--- config.mk ---
export PLATFORM = sky130hd
export DESIGN_NAME = sh_ram_writer_flat
export DESIGN_NICKNAME = d
export VERILOG_FILES = /design/src/rtl/sh_ram_writer_if.sv /design/src/rtl/sh_ram_writer.sv /design/src/flat_wrapper.sv
export SDC_FILE = /design/constraint.sdc
export NUM_CORES = 1
export LEC_CHECK = 0
export ABC_AREA = 1
export CAP_MARGIN = 25
export CORE_MARGIN = 5
export CORE_UTILIZATION = 45
export CTS_CLUSTER_SIZE = 30
export DETAILED_ROUTE_END_ITERATION = 10
export DONT_BUFFER_PORTS = 1
export GPL_TIMING_DRIVEN = 0
export PLACE_DENSITY = 0.67
export SLEW_MARGIN = 20
export SYNTH_ARGS = -nofsm -noshare
export SYNTH_HDL_FRONTEND = slang
export SYNTH_SLANG_ARGS = --single-unit
--- constraint.sdc ---
create_clock -name clk -period 3.6 [get_ports clk]
set_input_delay 0.36 -clock clk [delete_from_list [all_inputs] [get_ports clk]]
set_output_delay 0.36 -clock clk [all_outputs]
set_load 0.01 [all_outputs]
--- src/rtl/sh_ram_writer_if.sv ---
// Request/result handshake plus the sh_ram write port of sh_ram_writer.
// The writer takes the master modport; the requester and RAM side take the slave modport.
interface sh_ram_writer_if;
    logic        start;
    logic [16:0] val_a;
    logic [16:0] val_b;
    logic        busy;
    logic        done;
    logic        sh_ram_we;
    logic [3:0]  sh_ram_waddr;
    logic [3:0]  sh_ram_wdata;

    modport master (
        input  start, val_a, val_b,
        output busy, done, sh_ram_we, sh_ram_waddr, sh_ram_wdata
    );

    modport slave (
        output start, val_a, val_b,
        input  busy, done, sh_ram_we, sh_ram_waddr, sh_ram_wdata
    );
endinterface

--- src/rtl/sh_ram_writer.sv ---
// Converts two saturated 17-bit values to five BCD digits each by serial double-dabble
// and writes them to sh_ram addresses 0-9, with optional leading-zero blanking.
module sh_ram_writer #(
    parameter bit         LZ_BLANK   = 1'b0,
    parameter logic [3:0] BLANK_CODE = 4'd10
) (
    input  logic           clk,
    input  logic           rst,
    sh_ram_writer_if.master bus
);
    typedef enum logic [2:0] {IDLE, CONV_A, WR_A, CONV_B, WR_B, DONE} state_t;

    localparam logic [16:0] MAX_VAL = 17'd99999;

    state_t      state, state_next;
    logic [16:0] shift_q;
    logic [16:0] val_b_q;
    logic [19:0] bcd_q;
    logic [19:0] bcd_adj;
    logic [19:0] bcd_next;
    logic [4:0]  cnt_q;
    logic        we_q;
    logic [3:0]  waddr_q;
    logic [3:0]  wdata_q;
    logic        conv_last;
    logic        wr_last;

    function automatic logic [16:0] saturate(input logic [16:0] v);
        return (v > MAX_VAL) ? MAX_VAL : v;
    endfunction

    // idx 0 is the ten-thousands digit; a digit is blanked only when it and
    // every more significant digit are zero, and the units digit never is.
    function automatic logic [3:0] digit_code(input logic [19:0] bcd, input int idx);
        logic lead_zero;
        lead_zero = 1'b1;
        for (int i = 0; i < 5; i++) begin
            if (i <= idx && bcd[19-4*i -: 4] != 4'd0) lead_zero = 1'b0;
        end
        if (LZ_BLANK && idx != 4 && lead_zero) return BLANK_CODE;
        return bcd[19-4*idx -: 4];
    endfunction

    // NOTE: every signal written in always_comb gets a default first so no latch is inferred.
    always_comb begin
        bcd_adj = bcd_q;
        for (int i = 0; i < 5; i++) begin
            if (bcd_q[4*i +: 4] >= 4'd5) bcd_adj[4*i +: 4] = bcd_q[4*i +: 4] + 4'd3;
        end
        bcd_next = {bcd_adj[18:0], shift_q[16]};
    end

    assign conv_last = (cnt_q == 5'd16);
    assign wr_last   = (cnt_q == 5'd4);

    // NOTE: sequential state uses non-blocking assignments so all registers update together.
    always_ff @(posedge clk or posedge rst) begin
        if (rst) state <= IDLE;
        else     state <= state_next;
    end

    always_comb begin
        state_next = state;
        unique case (state)
            IDLE:    if (bus.start) state_next = CONV_A;
            CONV_A:  if (conv_last) state_next = WR_A;
            WR_A:    if (wr_last)   state_next = CONV_B;
            CONV_B:  if (conv_last) state_next = WR_B;
            WR_B:    if (wr_last)   state_next = DONE;
            DONE:                   state_next = IDLE;
            default:                state_next = IDLE;
        endcase
    end

    // NOTE: all datapath registers are reset explicitly; this is flop state, not a memory array.
    always_ff @(posedge clk or posedge rst) begin
        if (rst) begin
            shift_q <= '0;
            val_b_q <= '0;
            bcd_q   <= '0;
            cnt_q   <= '0;
            we_q    <= 1'b0;
            waddr_q <= '0;
            wdata_q <= '0;
        end else begin
            we_q    <= 1'b0;
            waddr_q <= '0;
            wdata_q <= '0;
            case (state)
                IDLE: begin
                    if (bus.start) begin
                        shift_q <= saturate(bus.val_a);
                        val_b_q <= saturate(bus.val_b);
                        bcd_q   <= '0;
                        cnt_q   <= '0;
                    end
                end
                CONV_A, CONV_B: begin
                    shift_q <= shift_q << 1;
                    bcd_q   <= bcd_next;
                    if (conv_last) begin
                        // The first digit leaves on the edge that finishes the conversion.
                        cnt_q   <= '0;
                        we_q    <= 1'b1;
                        waddr_q <= (state == CONV_B) ? 4'd5 : 4'd0;
                        wdata_q <= digit_code(bcd_next, 0);
                    end else begin
                        cnt_q <= cnt_q + 5'd1;
                    end
                end
                WR_A, WR_B: begin
                    if (wr_last) begin
                        cnt_q <= '0;
                        if (state == WR_A) begin
                            shift_q <= val_b_q;
                            bcd_q   <= '0;
                        end
                    end else begin
                        cnt_q   <= cnt_q + 5'd1;
                        we_q    <= 1'b1;
                        waddr_q <= waddr_q + 4'd1;
                        wdata_q <= digit_code(bcd_q, int'(cnt_q) + 1);
                    end
                end
                default: ;
            endcase
        end
    end

    assign bus.busy         = (state != IDLE);
    assign bus.done         = (state == DONE);
    assign bus.sh_ram_we    = we_q;
    assign bus.sh_ram_waddr = waddr_q;
    assign bus.sh_ram_wdata = wdata_q;
endmodule

--- src/flat_wrapper.sv ---
// flat-port wrapper written by rule: the top's interface ports become plain ports
module sh_ram_writer_flat 
#(
    parameter bit         LZ_BLANK   = 1'b0,
    parameter logic [3:0] BLANK_CODE = 4'd10
)
  (clk, rst, bus_start, bus_val_a, bus_val_b, bus_busy, bus_done, bus_sh_ram_we, bus_sh_ram_waddr, bus_sh_ram_wdata);
  sh_ram_writer_if bus_i ();
  input  logic clk;
  input  logic rst;
  input wire logic [$bits(bus_i.start)-1:0] bus_start;
  input wire logic [$bits(bus_i.val_a)-1:0] bus_val_a;
  input wire logic [$bits(bus_i.val_b)-1:0] bus_val_b;
  output wire logic [$bits(bus_i.busy)-1:0] bus_busy;
  output wire logic [$bits(bus_i.done)-1:0] bus_done;
  output wire logic [$bits(bus_i.sh_ram_we)-1:0] bus_sh_ram_we;
  output wire logic [$bits(bus_i.sh_ram_waddr)-1:0] bus_sh_ram_waddr;
  output wire logic [$bits(bus_i.sh_ram_wdata)-1:0] bus_sh_ram_wdata;
  assign bus_i.start = bus_start;
  assign bus_i.val_a = bus_val_a;
  assign bus_i.val_b = bus_val_b;
  assign bus_busy = bus_i.busy;
  assign bus_done = bus_i.done;
  assign bus_sh_ram_we = bus_i.sh_ram_we;
  assign bus_sh_ram_waddr = bus_i.sh_ram_waddr;
  assign bus_sh_ram_wdata = bus_i.sh_ram_wdata;
  sh_ram_writer #(.LZ_BLANK(LZ_BLANK), .BLANK_CODE(BLANK_CODE)) u_core (.clk(clk), .rst(rst), .bus(bus_i));
endmodule
* Word level (Yosys, flattened, before mapping)
Cells that the tools add are included.
** Storage, ports and cells
- Word-level logic and storage cells :: 83
- Input port bits :: 37
- Flip-flop bits (word level) :: 71
- Output and inout bits :: 11
** Cells by class
- Reductions and logical operators :: 9
- Shifts and indexed selects :: 1
- Add/subtract/negate cells :: 9
- $lt $le $gt $ge :: 7
- Equality and inequality tests :: 14
- Mux-type cells :: 35
** Operators with widths (count)
- 17-bit two-way mux :: 5
- 20-bit two-way mux :: 3
- 20-bit case mux with 3 select lines :: 1
- 17-bit case mux with 3 select lines :: 1
- 17-bit greater-than comparator, second input constant :: 2
- 4-bit two-way mux :: 8
- 23-bit by 32-bit variable part select with 4-bit output :: 1
- 6-bit by 32-bit subtractor with 32-bit output, first input constant :: 1
- 3-bit two-way mux :: 7
- 4-bit by 3-bit >= comparator with 1-bit output, second input constant :: 5
- 4-bit by 2-bit adder with 4-bit output, second input constant :: 4
- 4-bit case mux with 2 select lines :: 2
- 5-bit two-way mux :: 3
- 3-bit case mux with 5 select lines :: 1
- 5-bit case mux with 3 select lines :: 1
- 2-bit by 1-bit inequality test with 1-bit output, second input constant :: 6
- 5-bit by 1-bit adder with 6-bit output, second input constant :: 1
- 3-bit by 2-bit == test with 1-bit output, second input constant :: 2
- 3-bit == test, second input constant :: 2
- 3-bit nonzero test :: 2
- 5-bit by 1-bit adder with 5-bit output, second input constant :: 1
- 5-bit by 3-bit == test with 1-bit output, second input constant :: 1
- 5-bit == test, second input constant :: 1
- 5-bit AND reduction :: 1
- 10 further kinds :: 13

* Logic depth before layout (Yosys ltp)
Gate-level depths: netlist of the first run.
- Depth after elaboration :: 5
- Depth in mapped cells :: 11
- Depth with buffers taken out :: 11

* Worst setup path after synthesis of the first run
No wires, ideal clock.
- Kind :: register to register
- Start :: register u_core.cnt_q[0]
- End :: register u_core.bcd_q[10]
- Cell stages (with the launch flop) :: 10
- Path buffers :: 2
- Arrival :: 1.510 ns
- Setup time :: 0.132 ns
- Path slack :: 1.959 ns
- Period minus slack after synthesis :: 1.641 ns
- Required time :: 3.468 ns
- Cells stage by stage :: dfrtp_1 inv_1 ha_1 nand4_1 nand2_2 nand2_4 inv_2 buf_6 buf_6 o22ai_1
** Between the ends
- Cells in the longest elaborated chain, start to end :: 3
** Ends and longest elaborated chain
- start, declared :: line sh_ram_writer.sv:21 : logic [4:0] cnt_q;
- start signal, assigned :: line sh_ram_writer.sv:108 : cnt_q <= cnt_q + 5'd1;
- start signal, assigned :: line sh_ram_writer.sv:119 : cnt_q <= cnt_q + 5'd1;
- 5-bit by 3-bit == test with 1-bit output :: line sh_ram_writer.sv:54 : assign wr_last = (cnt_q == 5'd4);
- 2-bit by 1-bit inequality test with 1-bit output (no source line)
- 4-bit AND reduction (no source line)
- end signal, assigned :: line sh_ram_writer.sv:100 : bcd_q <= bcd_next;
- end, declared :: line sh_ram_writer.sv:18 : logic [19:0] bcd_q;
No other way between the ends.
A chain may end at the register's enable or synchronous reset.

* Final worst setup path of the first run
- Start :: register u_core.cnt_q[0]
- End :: register u_core.bcd_q[13]
Same word-level chain as after synthesis.

==> run metrics, run 1 <==
status=completed; # IOs=48; fin crit share=59.07%; Critical Path Sink Type=flop; Via density=5.230; synth cell count leaders=nand2_1 (167), dfrtp_1 (71), inv_1 (62); crit path kind=reg -> reg; Slew @ Worst Pin=0.4907 ns; DR vias=3,645; synthesized instance count=568; 1st-pass router iterations=5; dpl cell area=0.004358 mm^2; Resized cells post-CTS=0; post-CTS setup buffers=0; CTS Buffer Depth=2; cts hold-fix bufs=1; initial antenna violation count=0; synth top area cells=dfrtp_1 (42%), nand2_1 (15%), inv_1 (5.5%); post-synth top area share=42.34%; Routed wire per std cell=13.31 um; DR iter-0 viols=109; Filler cells=873; critical path arrival=2.32 ns; HP Class=in -> reg; core area=0.009153 mm^2; Most used DFF post-synth=dfrtp_1; Worst R2R Start=u_core.cnt_q[0]$_DFFE_PP0P_; Slew HR=66.94%; first-pass GRT wire length=16,300 um; Final Max Tran Viols=0; Seq/Total Area, Yosys=42.34%; layout cells sized above 1=9.044%; # rows=35; Root Buffer=clkbuf_8; Critical Path RT=3.80 ns; syn nets=619; EDFF count, synth=0; Port Buffers=0; nets=632; GP Congestion=0.8647; GRT overflow=0; Area Growth Syn to Fin=9.958%; worst skew pair latency=0.34 ns; top-count cell post-synth=nand2_1; Residual DRC=0; DPL Wire Length=6895 um; placed cell count=680; Mean Syn Cell Area=7.388 um^2; Syn Std Cell Area=0.004197 mm^2; post-synth cell types=32; max_cap viols=0; Worst path top cell family by delay=buffers and inverters; pin count of the biggest net entering global routing=40; delay of the slowest critical-path stage=0.43 ns; Crit Path Max Fanout=10; Die ar.=0.01136 mm^2; cell taking the most area after synthesis=dfrtp_1; post-layout util=50.42%; CTS tree=done; total power=2.567 mW; Antenna Nets Post-Route=0; H-tree depth=3; CP Cell Sequence=inv_1 -> ha_1 -> nand4_1 -> nand2_2 -> nand2_4 -> inv_2 -> clkbuf_1 -> o21ai_0; n_diodes=0; die outline height=106.6 um; fmax=470.2 MHz; vias in the first global route=3,520; setup_tns=0 ns; FFs w/ async S/R, synth=100.0%; PD cells=556.2 mW/mm^2; fin cells=697; sequential cell area=0.001777 mm^2; VDD IR max=0.0002602 V; drt total wl=9276 um; Design Area, Final=0.004614 mm^2; Lkg Pwr=2.277 nW; RSZ-0062 raised after global routing=no; clk_skew=0.01007 ns; Starting Density=45.85%; Total GRT Usage=17.35%; hold wc startpoint=bus_val_b[16]; Slowest cell on crit path=dfrtp_1; number of synthesized register bits=71; crit start category=flop; crit path launch=u_core.cnt_q[0]$_DFFE_PP0P_; multi-input logic area=0.002057 mm^2; Num CTS Buffers=9; CP Buf/Inv Count=3; Yosys warnings=0; Setup Viol. Count Final=0; min Tclk post-route=2.127 ns; Die W=106.6 um; # clock sinks=71; Worst-path clk slew=0.08 ns; Hold Violations, Final=0
==> metrics by stage <==
step | hold slack [ns] | worst slack, ns
final | 0.1383 | 1.473
after global routing | 0.1207 | 1.275
after CTS | 0.1229 | 1.440
after detailed placement | 0.2676 | 1.465
after global placement | 0.4645 | 0.6297
after floorplan | 0.4427 | 1.443
==> cell families (layout without fill, tap and decap cells) <==
group	count (synthesis)	in the layout	share of synthesized area, %
compound gates	95	95	12.88
buf+inv	86	104	8.646
fa+ha+maj	14	14	4.174
xor+xnor	7	7	1.461
simple gates	295	295	30.50
flops	71	71	42.34
==> cell type report <==
| class | instances | share of cell area (%) |
|---|---|---|
| repair buffers | 2 | 0.6508 |
| plain buffers | 19 | 2.413 |
| clock buffers | 11 | 3.064 |
| multi-input cells | 411 | 44.58 |
| inverters | 67 | 5.504 |
| flip-flops and latches | 71 | 38.50 |
| clock inverters | 5 | 2.278 |
| well taps | 111 | 3.010 |
==> routing by layer <==
metal	up-vias	part of all wire, %	track usage, %
met5	-	0	0
met4	0	1.3	4.840
met3	11	6.4	4.937
met2	107	48	28.82
met1	1662	44	22.14
li1	1865	-	-
==> where the power goes <==
group,internal (mW),switching [mW]
sequential,0.936,0.114
combinational,0.280,0.460
clock,0.480,0.298
==> state kept, by name, summed over array words and instances, names as in the netlist <==
name,count
u_core.bcd_q,20
u_core.bus.sh_ram_waddr,4
u_core.bus.sh_ram_we,1
u_core.val_b_q,17
u_core.state,3
u_core.shift_q,17
u_core.bus.sh_ram_wdata,4
u_core.cnt_q,5
==> final timing paths <==
kind / slack [ns] / cells after the start / to
worst min-delay path: 0.14 / 2 / u_core.val_b_q[16]$_DFFE_PP0P_
min in group asynchronous: 0.50 / 2 / u_core.state[2]$_DFFE_PP0P_
max in group asynchronous: 2.54 / 3 / u_core.bcd_q[5]$_DFFE_PP0P_
worst max register to register: 1.47 / 8 / u_core.bcd_q[13]$_DFFE_PP0P_
worst min register to register: 0.49 / 2 / u_core.shift_q[15]$_DFFE_PP0P_
worst max-delay path: 1.47 / 8 / u_core.bcd_q[13]$_DFFE_PP0P_
==> worst reg2reg max path: stages (launching register included) <==
cell and delay, ns:
dfrtp_1 0.43, inv_1 0.20, ha_1 0.21, nand4_1 0.25, nand2_2 0.17, nand2_4 0.10
inv_2 0.09, clkbuf_1 0.38, o21ai_0 0.16
==> cells in the final DEF, fill, tap and decap left out, types with 2 or more instances in the layout <==
cell type / synthesis / routed
nand2_1: 167 / 167
dfrtp_1: 71 / 71
inv_1: 62 / 61
nor2_1: 58 / 58
o21ai_0: 44 / 44
nand3_1: 37 / 37
o22ai_1: 17 / 17
a21oi_1: 15 / 15
ha_1: 14 / 14
nand4_1: 13 / 13
clkbuf_8: 0 / 10
buf_2: 8 / 8
clkbuf_1: 6 / 7
nand3b_1: 7 / 7
a21oi_2: 7 / 7
xor2_1: 6 / 6
inv_2: 5 / 5
o21ai_1: 5 / 5
nand2_4: 3 / 3
buf_6: 3 / 3
o211ai_1: 3 / 3
bufinv_16: 0 / 3
nor2_2: 2 / 2
or2_2: 2 / 2
a22oi_1: 2 / 2
nor3_1: 2 / 2
buf_4: 2 / 2
clkinvlp_4: 0 / 2
(Power assumes the default switching activity.)
==> run 2: changes to the inputs <==
- clock period: 3.6 -> 2.2 ns (I/O delays scaled with it)
==> run metrics, run 2 (same netlist as run 1, synthesis figures left out) <==
status=completed; Worst path top cell family by delay=simple AND/OR/NAND/NOR gates; setup_tns=0 ns (unchanged); Area Growth Syn to Fin=10.47%; DPL Wire Length=6895 um (unchanged); DR vias=3,649 (+0.11%); Clk pwr share=30.3% (about the same); Die W=106.6 um (unchanged); Design Area, Final=0.004636 mm^2 (+0.46%); fin cells=699 (+0.29%); initial antenna violation count=0 (unchanged); critical path arrival=2.22 ns (-0.10 ns); worst setup margin=0.2476 ns (-1.226 ns); Num CTS Buffers=9 (unchanged); drt total wl=9308 um (+0.34%); Slew @ Worst Pin=0.4952 ns (+0.004409 ns); Slew HR=66.64% (-0.30 points); RSZ-0062 raised after global routing=no; biggest regs=u_core.bcd_q (20), u_core.shift_q (17), u_core.val_b_q (17); P_int=2.777 mW (+64%); CP Buf/Inv Count=4 (+1); HP Class=in -> reg; # clock sinks=71 (unchanged); # IOs=48 (unchanged); GP Congestion=0.8647 (unchanged); GRT overflow=0 (unchanged); crit start category=flop; Port Buffers=0 (unchanged); layout cells sized above 1=9.184% (+0.14 points); Worst-path clk slew=0.08 ns (about the same); fin crit share=88.75% (+30 points); Starting Density=45.85% (unchanged); Setup Viol. Count Final=0 (unchanged); fmax=512.2 MHz (+8.9%); CP Cell Sequence=inv_1 -> ha_1 -> nand4_1 -> nand2_2 -> nand2_4 -> inv_2 -> buf_6 -> buf_6 -> nor2_1 -> a21oi_2; max_cap viols=0 (unchanged); Final Max Tran Viols=0 (unchanged); # rows=35 (unchanged); Via density=5.220 (-0.18%); Routed wire per std cell=13.32 um (about the same); Worst R2R Path Depth=10 (+2); Crit Path Max Fanout=10 (unchanged); min Tclk post-route=1.952 ns (-0.1742 ns); net switching power=1.427 mW (+64%); Gate power share=28.8% (about the same); WP depth=10 (+2); clk_skew=0.009946 ns (-0.0001212 ns); commonest non-fill, non-tap cell in the layout=nand2_1; post-CTS setup buffers=0 (unchanged); CTS Buffer Depth=2 (unchanged); placed cell count=680 (unchanged); Die ar.=0.01136 mm^2 (unchanged); H-tree depth=3 (unchanged); vias in the first global route=3,530 (+0.28%); Most Frequent Cell on Critical Path=buf_6; Critical Path RT=2.47 ns (-1.33 ns); switching part of the total=33.94% (about the same); die outline height=106.6 um (unchanged); max reg flops=20 (unchanged); Residual DRC=0 (unchanged); commonest non-fill, non-tap cells in the layout=nand2_1 (167), dfrtp_1 (71), inv_1 (61); pin count of the biggest net entering global routing=40 (unchanged); Total GRT Usage=17.38% (+0.026 points); first-pass GRT wire length=16,330 um (+0.17%); Biggest register=u_core.bcd_q; Hold Violations, Final=0 (unchanged); PD cells=906.9 mW/mm^2 (+63%); total power=4.204 mW (+64%); Slowest cell on crit path=dfrtp_1; Lkg Pwr=2.288 nW (+0.49%); Antenna Nets Post-Route=0 (unchanged); Hold Path Stages=2 (unchanged); crit path kind=reg -> reg; 1st-pass router iterations=5 (unchanged); n_diodes=0 (unchanged); delay of the slowest critical-path stage=0.43 ns (about the same); register share of total power=40.9% (about the same); nets=634 (+0.32%); CTS tree=done; Filler cells=870 (-0.34%); worst skew pair latency=0.34 ns (about the same); VDD IR max=0.0004258 V (+64%); DR iter-0 viols=104 (-4.6%); pre-CTS WS=0.06467 ns (-1.400 ns); Critical Path Sink Type=flop; Root Buffer=clkbuf_8; dpl cell area=0.004358 mm^2 (unchanged); core area=0.009153 mm^2 (unchanged)
-- run 2: power by group through the flow --
| stage | Sequential, mW | Combinational, mW | Clock [mW] |
|---|---|---|---|
| after floorplan | 1.69 | 0.982 | 0 |
| after detailed placement | 1.74 | 1.21 | 0 |
| final | 1.72 | 1.21 | 1.27 |
| after global placement | 1.73 | 1.16 | 0 |
| after global routing | 1.75 | 1.42 | 1.37 |
| after CTS | 1.72 | 1.22 | 1.30 |
-- run 2: final timing paths --
check                                               startpoint                             end  slack (ns)
max in group asynchronous                                  rst     u_core.bcd_q[5]$_DFFE_PP0P_        1.28
worst min-delay path                             bus_val_b[11]  u_core.val_b_q[11]$_DFFE_PP0P_        0.03
min in group asynchronous                                  rst     u_core.state[2]$_DFFE_PP0P_        0.36
worst max register to register     u_core.cnt_q[0]$_DFFE_PP0P_   u_core.shift_q[4]$_DFFE_PP0P_        0.25
worst max-delay path               u_core.cnt_q[0]$_DFFE_PP0P_   u_core.shift_q[4]$_DFFE_PP0P_        0.25
worst min register to register  u_core.shift_q[15]$_DFFE_PP0P_  u_core.shift_q[15]$_DFFE_PP0P_        0.49
-- run 2: cell type report --
type	count	area, um^2	share of cell area [%]
buffer	19	112.6	2.429
clock buffer	11	141.4	3.050
clock inverter	5	105.1	2.267
inverter	67	254.0	5.479
multi-input combinational	411	2057	44.37
sequential	71	1777	38.33
tap	111	138.9	2.996
timing repair buffer	4	50.05	1.080
-- run 2: routing by layer --
layer	vias up	track usage, %	share of wire (%)
met2	95	28.91	48
met4	0	4.840	1.3
met3	11	4.937	5.9
met5	-	0	0
li1	1865	-	-
met1	1678	22.14	44
-- run 2: through the flow --
step	utilization [%]	hold WS, ns
after global routing	50.65	0.0005611
after CTS	50.64	0.01314
after floorplan	-	0.3366
final	50.65	0.02536
after detailed placement	47.61	0.1276
after global placement	47.37	0.3469
-- run 2: worst register-to-register path, delay by kind of cell, from the launching register on --
| family | cells | cell delay (ns) |
|---|---|---|
| DFF | 1 | 0.43 |
| and+or+nand+nor | 4 | 0.57 |
| adders and majority gates | 1 | 0.20 |
| buffers and inverters | 4 | 0.58 |
| AOI/OAI and AO/OA | 1 | 0.10 |
-- run 2: what timing repair did --
item / in CTS / in global routing
endpoints found under the setup margin: 0 / 10
gates resized for setup: 0 / 2
hold buffers: 3 / 0
hold endpoints to repair: 34 / 0
